## config.mk

```make
export PLATFORM = sky130hd
export DESIGN_NAME = inst_fetch_ctrl_flat
export DESIGN_NICKNAME = d
export VERILOG_FILES = /design/src/rtl/inst_fetch_ctrl_pkg.sv /design/src/rtl/inst_fetch_ctrl_if.sv /design/src/rtl/inst_fetch_ctrl_fetch_fifo.sv /design/src/rtl/inst_fetch_ctrl.sv /design/src/flat_wrapper.sv
export SDC_FILE = /design/constraint.sdc
export NUM_CORES = 1
export LEC_CHECK = 0
export ABC_AREA = 1
export ABC_CLOCK_PERIOD_IN_PS = 8010
export BUFFER_PORTS_ARGS = -buffer_cell sky130_fd_sc_hd__buf_4
export CORE_MARGIN = 5
export CORE_UTILIZATION = 50
export DETAILED_ROUTE_END_ITERATION = 12
export PLACE_DENSITY = 0.74
export SETUP_SLACK_MARGIN = 0.4
export SYNTH_ARGS = -nofsm -noshare
export SYNTH_HDL_FRONTEND = slang
export SYNTH_SLANG_ARGS = --single-unit
```

## constraint.sdc

```tcl
create_clock -name clk -period 8.01 [get_ports clk]
set_input_delay 1.602 -clock clk [delete_from_list [all_inputs] [get_ports clk]]
set_output_delay 1.602 -clock clk [all_outputs]
set_load 0.05 [all_outputs]
```

## src/rtl/inst_fetch_ctrl_pkg.sv

```systemverilog
// Shared types and constants for the instruction-fetch sequencer.
//   InstAddrBus   : word-addressed PC / ROM address
//   InstBus       : 32-bit instruction word
//   fetch_entry_t : one fetch-queue entry {pc, inst}
//   ST_*          : fetch sequencer state codes
package inst_fetch_ctrl_pkg;

    localparam int unsigned INST_ADDR_W = 8;
    localparam int unsigned INST_W      = 32;

    typedef logic [INST_ADDR_W-1:0] InstAddrBus;
    typedef logic [INST_W-1:0]      InstBus;

    localparam InstBus     INST_NOP         = 32'h0000_0013;
    localparam InstAddrBus RESET_PC_DEFAULT = '0;

    typedef struct packed {
        InstAddrBus pc;
        InstBus     inst;
    } fetch_entry_t;

    localparam logic [1:0] ST_RUN      = 2'd0;
    localparam logic [1:0] ST_HALT     = 2'd1;
    localparam logic [1:0] ST_REDIRECT = 2'd2;

endpackage

```

## src/rtl/inst_fetch_ctrl_if.sv

```systemverilog
// ROM and decode-side bus of the fetch sequencer.
//   rom_addr_o  : word address to the ROM
//   rom_inst_i  : ROM data for rom_addr_o, same cycle
//   if_valid_o  : queue head valid toward decode
//   if_ready_i  : decode accepts head
//   if_pc_o     : PC of head entry
//   if_inst_o   : instruction of head entry (INST_NOP when not valid)
// master = fetch sequencer, slave = ROM + decode.
interface inst_fetch_ctrl_if
    import inst_fetch_ctrl_pkg::*;
#(
    parameter int unsigned ADDR_W = INST_ADDR_W
) ();

    logic [ADDR_W-1:0] rom_addr_o;
    InstBus            rom_inst_i;
    logic              if_valid_o;
    logic              if_ready_i;
    logic [ADDR_W-1:0] if_pc_o;
    InstBus            if_inst_o;

    modport master (
        output rom_addr_o,
        input  rom_inst_i,
        output if_valid_o,
        input  if_ready_i,
        output if_pc_o,
        output if_inst_o
    );

    modport slave (
        input  rom_addr_o,
        output rom_inst_i,
        input  if_valid_o,
        output if_ready_i,
        input  if_pc_o,
        input  if_inst_o
    );

endinterface

```

## src/rtl/inst_fetch_ctrl_fetch_fifo.sv

```systemverilog
// Fetch queue: small circular FIFO of fetch entries.
//   clk, rst : clock, asynchronous active-high reset
//   push     : enqueue din (ignored when full unless pop in same cycle)
//   pop      : dequeue head (ignored when empty)
//   flush    : discard all entries; wins over push/pop
//   din      : entry to enqueue
//   dout     : head entry (undefined when empty)
//   count    : number of entries held
//   full     : count == FIFO_DEPTH
//   empty    : count == 0
module inst_fetch_ctrl_fetch_fifo
    import inst_fetch_ctrl_pkg::*;
#(
    parameter int unsigned FIFO_DEPTH = 2,
    parameter type         T          = fetch_entry_t
) (
    input  logic                          clk,
    input  logic                          rst,
    input  logic                          push,
    input  logic                          pop,
    input  logic                          flush,
    input  T                              din,
    output T                              dout,
    output logic [$clog2(FIFO_DEPTH):0]   count,
    output logic                          full,
    output logic                          empty
);

    localparam int unsigned PTR_W = $clog2(FIFO_DEPTH);
    localparam int unsigned CNT_W = PTR_W + 1;

    T                 mem [FIFO_DEPTH];
    logic [PTR_W-1:0] wr_ptr;
    logic [PTR_W-1:0] rd_ptr;
    logic [CNT_W-1:0] cnt;
    logic             push_ok;
    logic             pop_ok;

    assign full    = (cnt == CNT_W'(FIFO_DEPTH));
    assign empty   = (cnt == '0);
    assign pop_ok  = pop & ~empty;
    assign push_ok = push & (~full | pop_ok);
    assign count   = cnt;
    assign dout    = mem[rd_ptr];

    // Pointers wrap naturally because FIFO_DEPTH is a power of two.
    always_ff @(posedge clk or posedge rst) begin
        if (rst) begin
            wr_ptr <= '0;
            rd_ptr <= '0;
            cnt    <= '0;
        end else if (flush) begin
            wr_ptr <= '0;
            rd_ptr <= '0;
            cnt    <= '0;
        end else begin
            if (push_ok) wr_ptr <= wr_ptr + 1'b1;
            if (pop_ok)  rd_ptr <= rd_ptr + 1'b1;
            case ({push_ok, pop_ok})
                2'b10:   cnt <= cnt + 1'b1;
                2'b01:   cnt <= cnt - 1'b1;
                default: cnt <= cnt;
            endcase
        end
    end

    always_ff @(posedge clk) begin
        if (push_ok && !flush) mem[wr_ptr] <= din;
    end

endmodule

```

## src/rtl/inst_fetch_ctrl.sv

```systemverilog
// Instruction-fetch sequencer for a zero-latency instruction ROM.
// Owns the fetch PC, queues {pc, inst} pairs and hands them to decode over
// valid/ready. Redirects flush the queue and restart fetch; halt stops new
// fetches while the queue drains.
//   clk, rst      : clock, asynchronous active-high reset
//   bus           : ROM address/data and decode handshake (master side)
//   halt_i        : stop issuing new fetches
//   redirect_i    : branch/jump taken; flush and restart at redirect_pc_i
//   redirect_pc_i : new word address, valid with redirect_i
//   fetch_cnt_o   : instructions handed to decode (wraps at 2^32)
module inst_fetch_ctrl
    import inst_fetch_ctrl_pkg::*;
#(
    parameter int unsigned RESET_PC   = 0,
    parameter int unsigned FIFO_DEPTH = 2,
    parameter int unsigned ADDR_W     = INST_ADDR_W
) (
    input  logic                clk,
    input  logic                rst,
    inst_fetch_ctrl_if.master   bus,
    input  logic                halt_i,
    input  logic                redirect_i,
    input  logic [ADDR_W-1:0]   redirect_pc_i,
    output logic [31:0]         fetch_cnt_o
);

    localparam logic [ADDR_W-1:0] RESET_PC_W = ADDR_W'(RESET_PC);

    typedef struct packed {
        logic [ADDR_W-1:0] pc;
        InstBus            inst;
    } entry_t;

    logic [ADDR_W-1:0]           fetch_pc;
    logic [1:0]                  state;
    logic                        push;
    logic                        pop;
    logic                        head_valid;
    entry_t                      push_entry;
    entry_t                      head_entry;
    logic [$clog2(FIFO_DEPTH):0] unused_fifo_count;
    logic                        fifo_full;
    logic                        fifo_empty;

    // REDIRECT lives only for the redirect cycle, so the state is decoded
    // straight from the inputs rather than registered.
    always_comb begin
        state = ST_RUN;
        if (redirect_i)  state = ST_REDIRECT;
        else if (halt_i) state = ST_HALT;
    end

    assign head_valid = ~fifo_empty & (state != ST_REDIRECT);
    assign pop        = head_valid & bus.if_ready_i;
    assign push       = (state == ST_RUN) & (~fifo_full | pop);
    assign push_entry = '{pc: fetch_pc, inst: bus.rom_inst_i};

    inst_fetch_ctrl_fetch_fifo #(
        .FIFO_DEPTH (FIFO_DEPTH),
        .T          (entry_t)
    ) u_fetch_fifo (
        .clk   (clk),
        .rst   (rst),
        .push  (push),
        .pop   (pop),
        .flush (redirect_i),
        .din   (push_entry),
        .dout  (head_entry),
        .count (unused_fifo_count),
        .full  (fifo_full),
        .empty (fifo_empty)
    );

    always_ff @(posedge clk or posedge rst) begin
        if (rst) begin
            fetch_pc <= RESET_PC_W;
        end else if (redirect_i) begin
            fetch_pc <= redirect_pc_i;
        end else if (push) begin
            fetch_pc <= fetch_pc + 1'b1;
        end
    end

    always_ff @(posedge clk or posedge rst) begin
        if (rst) begin
            fetch_cnt_o <= '0;
        end else if (pop) begin
            fetch_cnt_o <= fetch_cnt_o + 32'd1;
        end
    end

    assign bus.rom_addr_o = fetch_pc;
    assign bus.if_valid_o = head_valid;
    assign bus.if_pc_o    = head_valid ? head_entry.pc   : '0;
    assign bus.if_inst_o  = head_valid ? head_entry.inst : INST_NOP;

endmodule

```

## src/flat_wrapper.sv

```systemverilog
// flat-port wrapper written by rule: the top's interface ports become plain ports
module inst_fetch_ctrl_flat import inst_fetch_ctrl_pkg::*;
#(
    parameter int unsigned RESET_PC   = 0,
    parameter int unsigned FIFO_DEPTH = 2,
    parameter int unsigned ADDR_W     = INST_ADDR_W
)
  (clk, rst, halt_i, redirect_i, redirect_pc_i, fetch_cnt_o, bus_rom_addr_o, bus_rom_inst_i, bus_if_valid_o, bus_if_ready_i, bus_if_pc_o, bus_if_inst_o);
  inst_fetch_ctrl_if #(.ADDR_W(ADDR_W)) bus_i ();
  input  logic clk;
  input  logic rst;
  input  logic halt_i;
  input  logic redirect_i;
  input  logic [ADDR_W-1:0] redirect_pc_i;
  output logic [31:0] fetch_cnt_o;
  output wire logic [$bits(bus_i.rom_addr_o)-1:0] bus_rom_addr_o;
  input wire logic [$bits(bus_i.rom_inst_i)-1:0] bus_rom_inst_i;
  output wire logic [$bits(bus_i.if_valid_o)-1:0] bus_if_valid_o;
  input wire logic [$bits(bus_i.if_ready_i)-1:0] bus_if_ready_i;
  output wire logic [$bits(bus_i.if_pc_o)-1:0] bus_if_pc_o;
  output wire logic [$bits(bus_i.if_inst_o)-1:0] bus_if_inst_o;
  assign bus_rom_addr_o = bus_i.rom_addr_o;
  assign bus_i.rom_inst_i = bus_rom_inst_i;
  assign bus_if_valid_o = bus_i.if_valid_o;
  assign bus_i.if_ready_i = bus_if_ready_i;
  assign bus_if_pc_o = bus_i.if_pc_o;
  assign bus_if_inst_o = bus_i.if_inst_o;
  inst_fetch_ctrl #(.RESET_PC(RESET_PC), .FIFO_DEPTH(FIFO_DEPTH), .ADDR_W(ADDR_W)) u_core (.clk(clk), .rst(rst), .bus(bus_i), .halt_i(halt_i), .redirect_i(redirect_i), .redirect_pc_i(redirect_pc_i), .fetch_cnt_o(fetch_cnt_o));
endmodule
```

==> impl_metrics.env, run 1 <==
export IMPL_clkPwrFrac=0.430
export IMPL_syn_cell_area_um2=5860
export IMPL_tns_ns=0
export IMPL_post_synth_top_area_cell="edfxtp_1"
export IMPL_min_period_ns=4.69
export IMPL_rr_worst_depth=7
export IMPL_worstSkewPairLatency_ns=0.41
export IMPL_grt_pass1_vias=4582
export IMPL_syn_to_final_growth_pct=28.6
export IMPL_arrival_ns=3.09
export IMPL_p_leak_nw=3.47
export IMPL_vias_per_cell=5.13
export IMPL_worstSetupStartpoint="redirect_i"
export IMPL_final_nets=780
export IMPL_ir_drop_v=0.000141
export IMPL_yosysSeqAreaShare=0.598
export IMPL_ys_warn_count=0
export IMPL_slowest_delay_ns=0.81
export IMPL_cts_sinks=124
export IMPL_design_area_um2=7540
export IMPL_layout_common_cells="192 x nand2_1, 128 x buf_4, 81 x inv_1"
export IMPL_hp_start="u_core.fetch_cnt_o[12]"
export IMPL_grt_max_degree=46
export IMPL_port_buffers=125
export IMPL_dp_slack_ns=3.30
export IMPL_synthesis_nets=646
export IMPL_die_area_um2=14000
export IMPL_die_w_um=118
export IMPL_cts_tree="done"
export IMPL_power_total_mw=1.76
export IMPL_fin_util=0.657
export IMPL_std_cell_rows=39
export IMPL_seq_power_share=0.431
export IMPL_root_buffer="clkbuf_16"
export IMPL_cp_start_kind="input pin"
export IMPL_syn_inst=599
export IMPL_ctsResizeCount=0
export IMPL_p_comb_frac=0.139
export IMPL_max_slew_worst_pin_slew_ns=1.06
export IMPL_hold_violations=0
export IMPL_ys_seq_elements=124
export IMPL_hold_slack_ns=0.516
export IMPL_drive_gt1_frac=0.282
export IMPL_timing_rr_start="u_core.u_fetch_fifo.count[1]"
export IMPL_drtAntennaViolNets=0
export IMPL_place_area_um2=6950
export IMPL_power_density_nw_per_um2=233
export IMPL_cap_violations=0
export IMPL_cts_hold_buf=0
export IMPL_critPathMaxFanout=45
export IMPL_clk_pin_slew_ns=0.05
export IMPL_required_ns=6.41
export IMPL_slew_headroom=0.293
export IMPL_drt_iter0_markers=331
export IMPL_synth_top_area_frac=0.410
export IMPL_routedWlPerCell_um=15.5
export IMPL_coreArea_um2=11500
export IMPL_hold_class="reg2reg"
export IMPL_num_vias=4562
export IMPL_status="finished, final reports clean"
export IMPL_gp_congestion=0.890
export IMPL_rsz0062_at_grt="false"
export IMPL_final_common_cell="nand2_1"
export IMPL_remaining_drc_errors=0
export IMPL_antenna_found_initial=0
export IMPL_fin_ws_ns=3.32
export IMPL_hold_depth=1
export IMPL_setup_violations=0
export IMPL_switchingPower_mw=0.464
export IMPL_routed_wl_um=13700
export IMPL_crit_path_cell_trace="buf_4 -> nor2_4 -> o211ai_1 -> buf_4"
export IMPL_n_antenna_cell=0
export IMPL_synth_area_top_cells="edfxtp_1 41%, dfrtp_1 19%, nand2_1 12%"
export IMPL_max_freq_ghz=0.213
export IMPL_gr_total_overflow=0
export IMPL_fin_crit_sh=0.586
export IMPL_cts_made_buffers=17
export IMPL_crit_type="in2out"
export IMPL_grt_total_usage=0.201
export IMPL_dpl_hpwl_um=9490
export IMPL_p_sw_frac=0.264
export IMPL_drv_slew=0
export IMPL_synthDistinctLibCells=28
export IMPL_placed_cells=857
export IMPL_critPathCaptureType="output pin"
export IMPL_cpMostUsedCell="buf_4"
export IMPL_cts_buffer_depth=2
export IMPL_slowest_stage="nor2_4"
export IMPL_grt_pass1_wl_um=22500
export IMPL_h_tree_depth=4
export IMPL_die_h_um=118
export IMPL_p_int_mw=1.29
export IMPL_ios=126
export IMPL_skew_ns=0.00768
export IMPL_syn_area_per_cell_um2=9.78
export IMPL_post_cts_buffers=0
export IMPL_start_util=0.511
export IMPL_fin_cells=889
export IMPL_drtPass1Iterations=5
-- cells in the mapped netlist --
| master | count |
|---|---|
| ha_1 | 2 |
| clkbuf_1 | 3 |
| nand4_1 | 14 |
| xnor2_1 | 8 |
| nand2_1 | 192 |
| nor2_4 | 2 |
| o21bai_1 | 2 |
| nand3b_1 | 4 |
| xor2_1 | 11 |
| or2_2 | 1 |
| inv_1 | 82 |
| o21ai_0 | 2 |
| dfrtp_1 | 44 |
| buf_4 | 1 |
| and2_1 | 2 |
| nand3_1 | 31 |
| nor3_1 | 3 |
| buf_2 | 6 |
| mux2_2 | 37 |
| nor2_2 | 7 |
| edfxtp_1 | 80 |
| nor2_1 | 52 |
| buf_1 | 3 |
| inv_2 | 2 |
| nand3_2 | 2 |
| o21ai_1 | 1 |
| a21oi_1 | 2 |
| o211ai_1 | 3 |
-- final timing paths --
check                                                 to  slack (ns)
max                                     bus_if_inst_o[1]        3.32
min in group asynchronous       u_core.bus.rom_addr_o[6]        1.34
min reg2reg                       u_core.fetch_cnt_o[12]        0.52
min                               u_core.fetch_cnt_o[12]        0.52
max in group asynchronous     u_core.u_fetch_fifo.rd_ptr        6.24
max reg2reg                u_core.u_fetch_fifo.mem[0][6]        5.59
-- cell families (layout without fill, tap and decap cells) --
family | Yosys count | after routing | share of synthesized area
XOR/XNOR | 19 | 19 | 0.0284
adder cells (fa/ha/maj) | 2 | 2 | 0.00427
AO/OA/AOI/OAI | 10 | 10 | 0.0107
buffers and inverters | 97 | 244 | 0.0641
multiplexers | 37 | 37 | 0.0711
flip-flops | 124 | 124 | 0.598
AND/OR/NAND/NOR | 310 | 310 | 0.223
-- critical path, delay by kind of cell --
family	cells	cell delay, ns
AOI/OAI and AO/OA	1	0.22
and+or+nand+nor	1	0.81
buffers and inverters	2	0.43
-- routing by layer --
metal	vias to the layer above	track usage	share of wire
met2	157	0.333	0.50
met5	-	0	0
met1	2178	0.248	0.43
met3	21	0.0611	0.060
met4	0	0.0753	0.017
li1	2206	-	-
-- flip-flops by register name, indices dropped and copies added, names as in the netlist --
signal,cells
u_core.bus.rom_addr_o,8
u_core.u_fetch_fifo.wr_ptr,1
u_core.fetch_cnt_o,32
u_core.u_fetch_fifo.rd_ptr,1
u_core.u_fetch_fifo.count,2
u_core.u_fetch_fifo.mem,80
-- cell type report --
type	instances	area, µm²
Clock buffer	20	437
Clock inverter	12	148
Fill cell	909	3930
Inverter	84	315
Multi-Input combinational cell	378	1990
Sequential cell	124	3500
Tap cell	143	179
Timing Repair Buffer	128	961
-- power groups by stage --
| stage | sequential [mW] | combinational (mW) | clock, mW |
|---|---|---|---|
| finish | 0.757 | 0.245 | 0.755 |
| global route | 0.762 | 0.262 | 0.803 |
| CTS | 0.757 | 0.248 | 0.767 |
| detailed placement | 0.769 | 0.247 | 0 |
| global placement | 0.767 | 0.243 | 0 |
| floorplan | 0.801 | 0.125 | 0 |
No activity file was read; power rests on OpenSTA's default activity.
==> run 2: changes to the inputs <==
--- a/config.mk
+++ b/config.mk
@@ -5,13 +5,13 @@
 export SDC_FILE = /design/constraint.sdc
 export NUM_CORES = 1
 export LEC_CHECK = 0
-export ABC_AREA = 1
-export ABC_CLOCK_PERIOD_IN_PS = 8010
+export ABC_AREA = 0
+export ABC_CLOCK_PERIOD_IN_PS = 3900
 export BUFFER_PORTS_ARGS = -buffer_cell sky130_fd_sc_hd__buf_4
 export CORE_MARGIN = 5
-export CORE_UTILIZATION = 50
+export CORE_UTILIZATION = 48
 export DETAILED_ROUTE_END_ITERATION = 12
-export PLACE_DENSITY = 0.74
+export PLACE_DENSITY = 0.76
 export SETUP_SLACK_MARGIN = 0.4
 export SYNTH_ARGS = -nofsm -noshare
 export SYNTH_HDL_FRONTEND = slang
==> constraint.sdc (replaced) <==
create_clock -name clk -period 3.9 [get_ports clk]
set_input_delay 0.78 -clock clk [delete_from_list [all_inputs] [get_ports clk]]
set_output_delay 0.78 -clock clk [all_outputs]
set_load 0.05 [all_outputs]
==> run 2 against run 1 <==
Compared with the run above: critical path depth did not move; synthesized area fell by 11%; clock skew barely moved; via count fell by 25%; sequential power rose by 100%; worst setup slack got worse by 2.5 ns; core utilization fell by 1.5 points; sequential share of layout area rose by 4.3 points; register-to-register slack got worse by 4.3 ns; power rose by 96%; cell count fell by 25%; critical path type is now reg2out; critical endpoint unchanged; highest routed layer unchanged.
==> impl_metrics.env, run 2 <==
export IMPL_status="finished, final reports clean"
export IMPL_yosysSeqAreaShare=0.671
export IMPL_cts_buffer_depth=2
export IMPL_syn_cell_area_um2=5220
export IMPL_ys_warn_count=0
export IMPL_n_antenna_cell=0
export IMPL_synthTopCellsByCount="80 x edfxtp_1, 48 x nor2_1, 44 x dfrtp_1"
export IMPL_routed_wl_um=11300
export IMPL_synth_top_area_frac=0.460
export IMPL_regMostFlops="u_core.u_fetch_fifo.mem"
export IMPL_fin_crit_sh=0.792
export IMPL_seq_power_share=0.450
export IMPL_r2r_setup_slack_ns=1.30
export IMPL_cts_tree="done"
export IMPL_cp_top_family="compound AO/OA/AOI/OAI gates"
export IMPL_syn_to_final_growth_pct=32.2
export IMPL_p_sw_frac=0.277
export IMPL_grt_max_degree=45
export IMPL_ir_drop_v=0.000251
export IMPL_die_w_um=114
export IMPL_vias_per_cell=5.11
export IMPL_die_area_um2=13100
export IMPL_synth_async_reset_ratio=0.355
export IMPL_cap_violations=0
export IMPL_arrival_ns=2.31
export IMPL_critPathMaxFanout=22
export IMPL_syn_inst=380
export IMPL_largest_reg_flops=80
export IMPL_syn_area_per_cell_um2=13.7
export IMPL_hold_class="in2async"
export IMPL_final_nets=562
export IMPL_regToRegEndpoint="u_core.fetch_cnt_o[13]"
export IMPL_place_area_um2=6350
export IMPL_coreArea_um2=10700
export IMPL_skew_ns=0.00811
export IMPL_cts_hold_buf=0
export IMPL_slew_headroom=0.282
export IMPL_slowest_stage="o21bai_4"
export IMPL_std_cell_rows=38
export IMPL_gp_congestion=0.801
export IMPL_synth_area_top_cells="edfxtp_1 46%, dfrtp_1 21%, mux2i_1 8.1%"
export IMPL_multi_input_area_um2=1670
export IMPL_max_freq_ghz=0.324
export IMPL_synthesis_nets=427
export IMPL_power_density_nw_per_um2=498
export IMPL_timing_rr_start="u_core.u_fetch_fifo.count[1]"
export IMPL_clkPwrFrac=0.407
export IMPL_port_buffers=125
export IMPL_max_slew_worst_pin_slew_ns=1.08
export IMPL_cts_sinks=124
export IMPL_final_common_cell="buf_4"
export IMPL_seq_area_um2=3500
export IMPL_hold_violations=0
export IMPL_clk_pin_slew_ns=0.06
export IMPL_gr_total_overflow=0
export IMPL_rsz0062_at_grt="false"
export IMPL_crit_buf_inv=2
export IMPL_crit_path_cell_trace="o21bai_4 -> inv_1 -> nand2_1 -> buf_4"
export IMPL_required_ns=3.12
export IMPL_start_util=0.486
export IMPL_grt_pass1_wl_um=17300
export IMPL_layout_common_cells="132 x buf_4, 80 x edfxtp_1, 48 x nor2_1"
export IMPL_cp_start_kind="register"
export IMPL_dpl_hpwl_um=7580
export IMPL_drtAntennaViolNets=0
export IMPL_switchingPower_mw=0.951
export IMPL_cts_made_buffers=17
export IMPL_min_period_ns=3.09
export IMPL_tns_ns=0
export IMPL_slowest_delay_ns=0.62
export IMPL_synth_most_common_cell="edfxtp_1"
export IMPL_p_leak_nw=2.86
export IMPL_grt_total_usage=0.171
export IMPL_synth_edf_count=80
export IMPL_num_vias=3413
export IMPL_crit_type="reg2out"
export IMPL_critPathCaptureType="output pin"
export IMPL_routedWlPerCell_um=16.9
export IMPL_ios=126
export IMPL_root_buffer="clkbuf_8"
export IMPL_h_tree_depth=4
export IMPL_post_synth_top_area_cell="edfxtp_1"
export IMPL_fin_util=0.642
export IMPL_die_h_um=114
export IMPL_drive_gt1_frac=0.348
export IMPL_p_int_mw=2.49
export IMPL_worstSkewPairLatency_ns=0.50
export IMPL_synth_ff_type="edfxtp_1"
export IMPL_ys_seq_elements=124
export IMPL_n_fill_cell=826
export IMPL_p_comb_frac=0.143
export IMPL_ctsResizeCount=0
export IMPL_antenna_found_initial=0
export IMPL_rr_worst_depth=5
export IMPL_grt_pass1_vias=3453
export IMPL_drv_slew=0
export IMPL_design_area_um2=6900
export IMPL_setup_violations=0
export IMPL_drt_iter0_markers=152
export IMPL_post_cts_buffers=0
export IMPL_synthDistinctLibCells=35
export IMPL_remaining_drc_errors=0
export IMPL_drtPass1Iterations=4
## run 2: cell count changes in the layout (fill, tap and decap cells not counted), moves of 12 or more
| cell | before | now |
|---|---|---|
| inv_1 | 81 | 5 |
| mux2_2 | 37 | 1 |
| nand2_1 | 192 | 25 |
| nand3_1 | 31 | 15 |
| mux2i_1 | 0 | 42 |
| xor2_1 | 11 | 23 |
## run 2: per-layer routing
metal	global-route usage	share of wire	vias to the layer above
li1	-	-	1629
met1	0.217	0.42	1668
met2	0.275	0.48	106
met3	0.0692	0.086	10
met4	0.0428	0.0088	0
met5	0	0	-
## run 2: kinds of logic (layout without fill, tap and decap cells)
kind of cell / after synthesis / in the layout / share of synthesized area
AND/OR/NAND/NOR: 135 / 135 / 0.141
flip-flops: 124 / 124 / 0.671
multiplexers: 43 / 43 / 0.0827
XOR/XNOR: 40 / 40 / 0.0671
buffers and inverters: 23 / 170 / 0.0199
AO/OA/AOI/OAI: 13 / 14 / 0.0129
adder cells (fa/ha/maj): 2 / 2 / 0.00479
## run 2: layout make-up
| type | count | share of cell area |
|---|---|---|
| clock buffers | 17 | 0.0600 |
| clock inverters | 15 | 0.0183 |
| inverters | 6 | 0.00326 |
| multi-input cells | 234 | 0.241 |
| flip-flops and latches | 124 | 0.508 |
| well taps | 140 | 0.0254 |
| repair buffers | 132 | 0.144 |
## run 2: worst reg2reg max path, cell delays in order (launching register included)
cell and delay (ns):
dfrtp_1 0.50, o21bai_4 0.62, inv_1 0.33, nand3_1 0.67
nor4_1 0.15, xor2_1 0.19
## run 2: per-stage QoR
step           hold WS, ns  instances  power [mW]  setup WS [ns]
2_1_floorplan        0.566        380        1.88          0.987
3_3_place_gp         0.480        635        2.05          0.865
3_5_place_dp         0.472        635        2.06          0.629
4_1_cts              0.428        667        3.46          0.462
5_1_grt              0.437        668        3.56          0.711
6_report             0.412        668        3.44          0.811
## run 2: worst max-delay path by stage
stage / from / endpoint / slack (ns) / cells after the start
detailed placement: redirect_i / u_core.fetch_cnt_o[13] / 0.63 / 6
finish: u_core.u_fetch_fifo.count[1] / bus_if_inst_o[1] / 0.81 / 4
global route: u_core.u_fetch_fifo.count[1] / bus_if_inst_o[0] / 0.71 / 4
floorplan: bus_if_ready_i / u_core.u_fetch_fifo.mem[1][0] / 0.99 / 3
CTS: u_core.u_fetch_fifo.count[0] / bus_if_inst_o[1] / 0.46 / 4
global placement: redirect_i / u_core.fetch_cnt_o[13] / 0.87 / 6
## run 2: power groups by stage
stage	Sequential, mW	Clock [mW]	Combinational (mW)
final	1.55	1.40	0.490
after global placement	1.57	0	0.485
after floorplan	1.66	0	0.225
after CTS	1.55	1.42	0.493
after global routing	1.56	1.49	0.520
after detailed placement	1.57	0	0.493
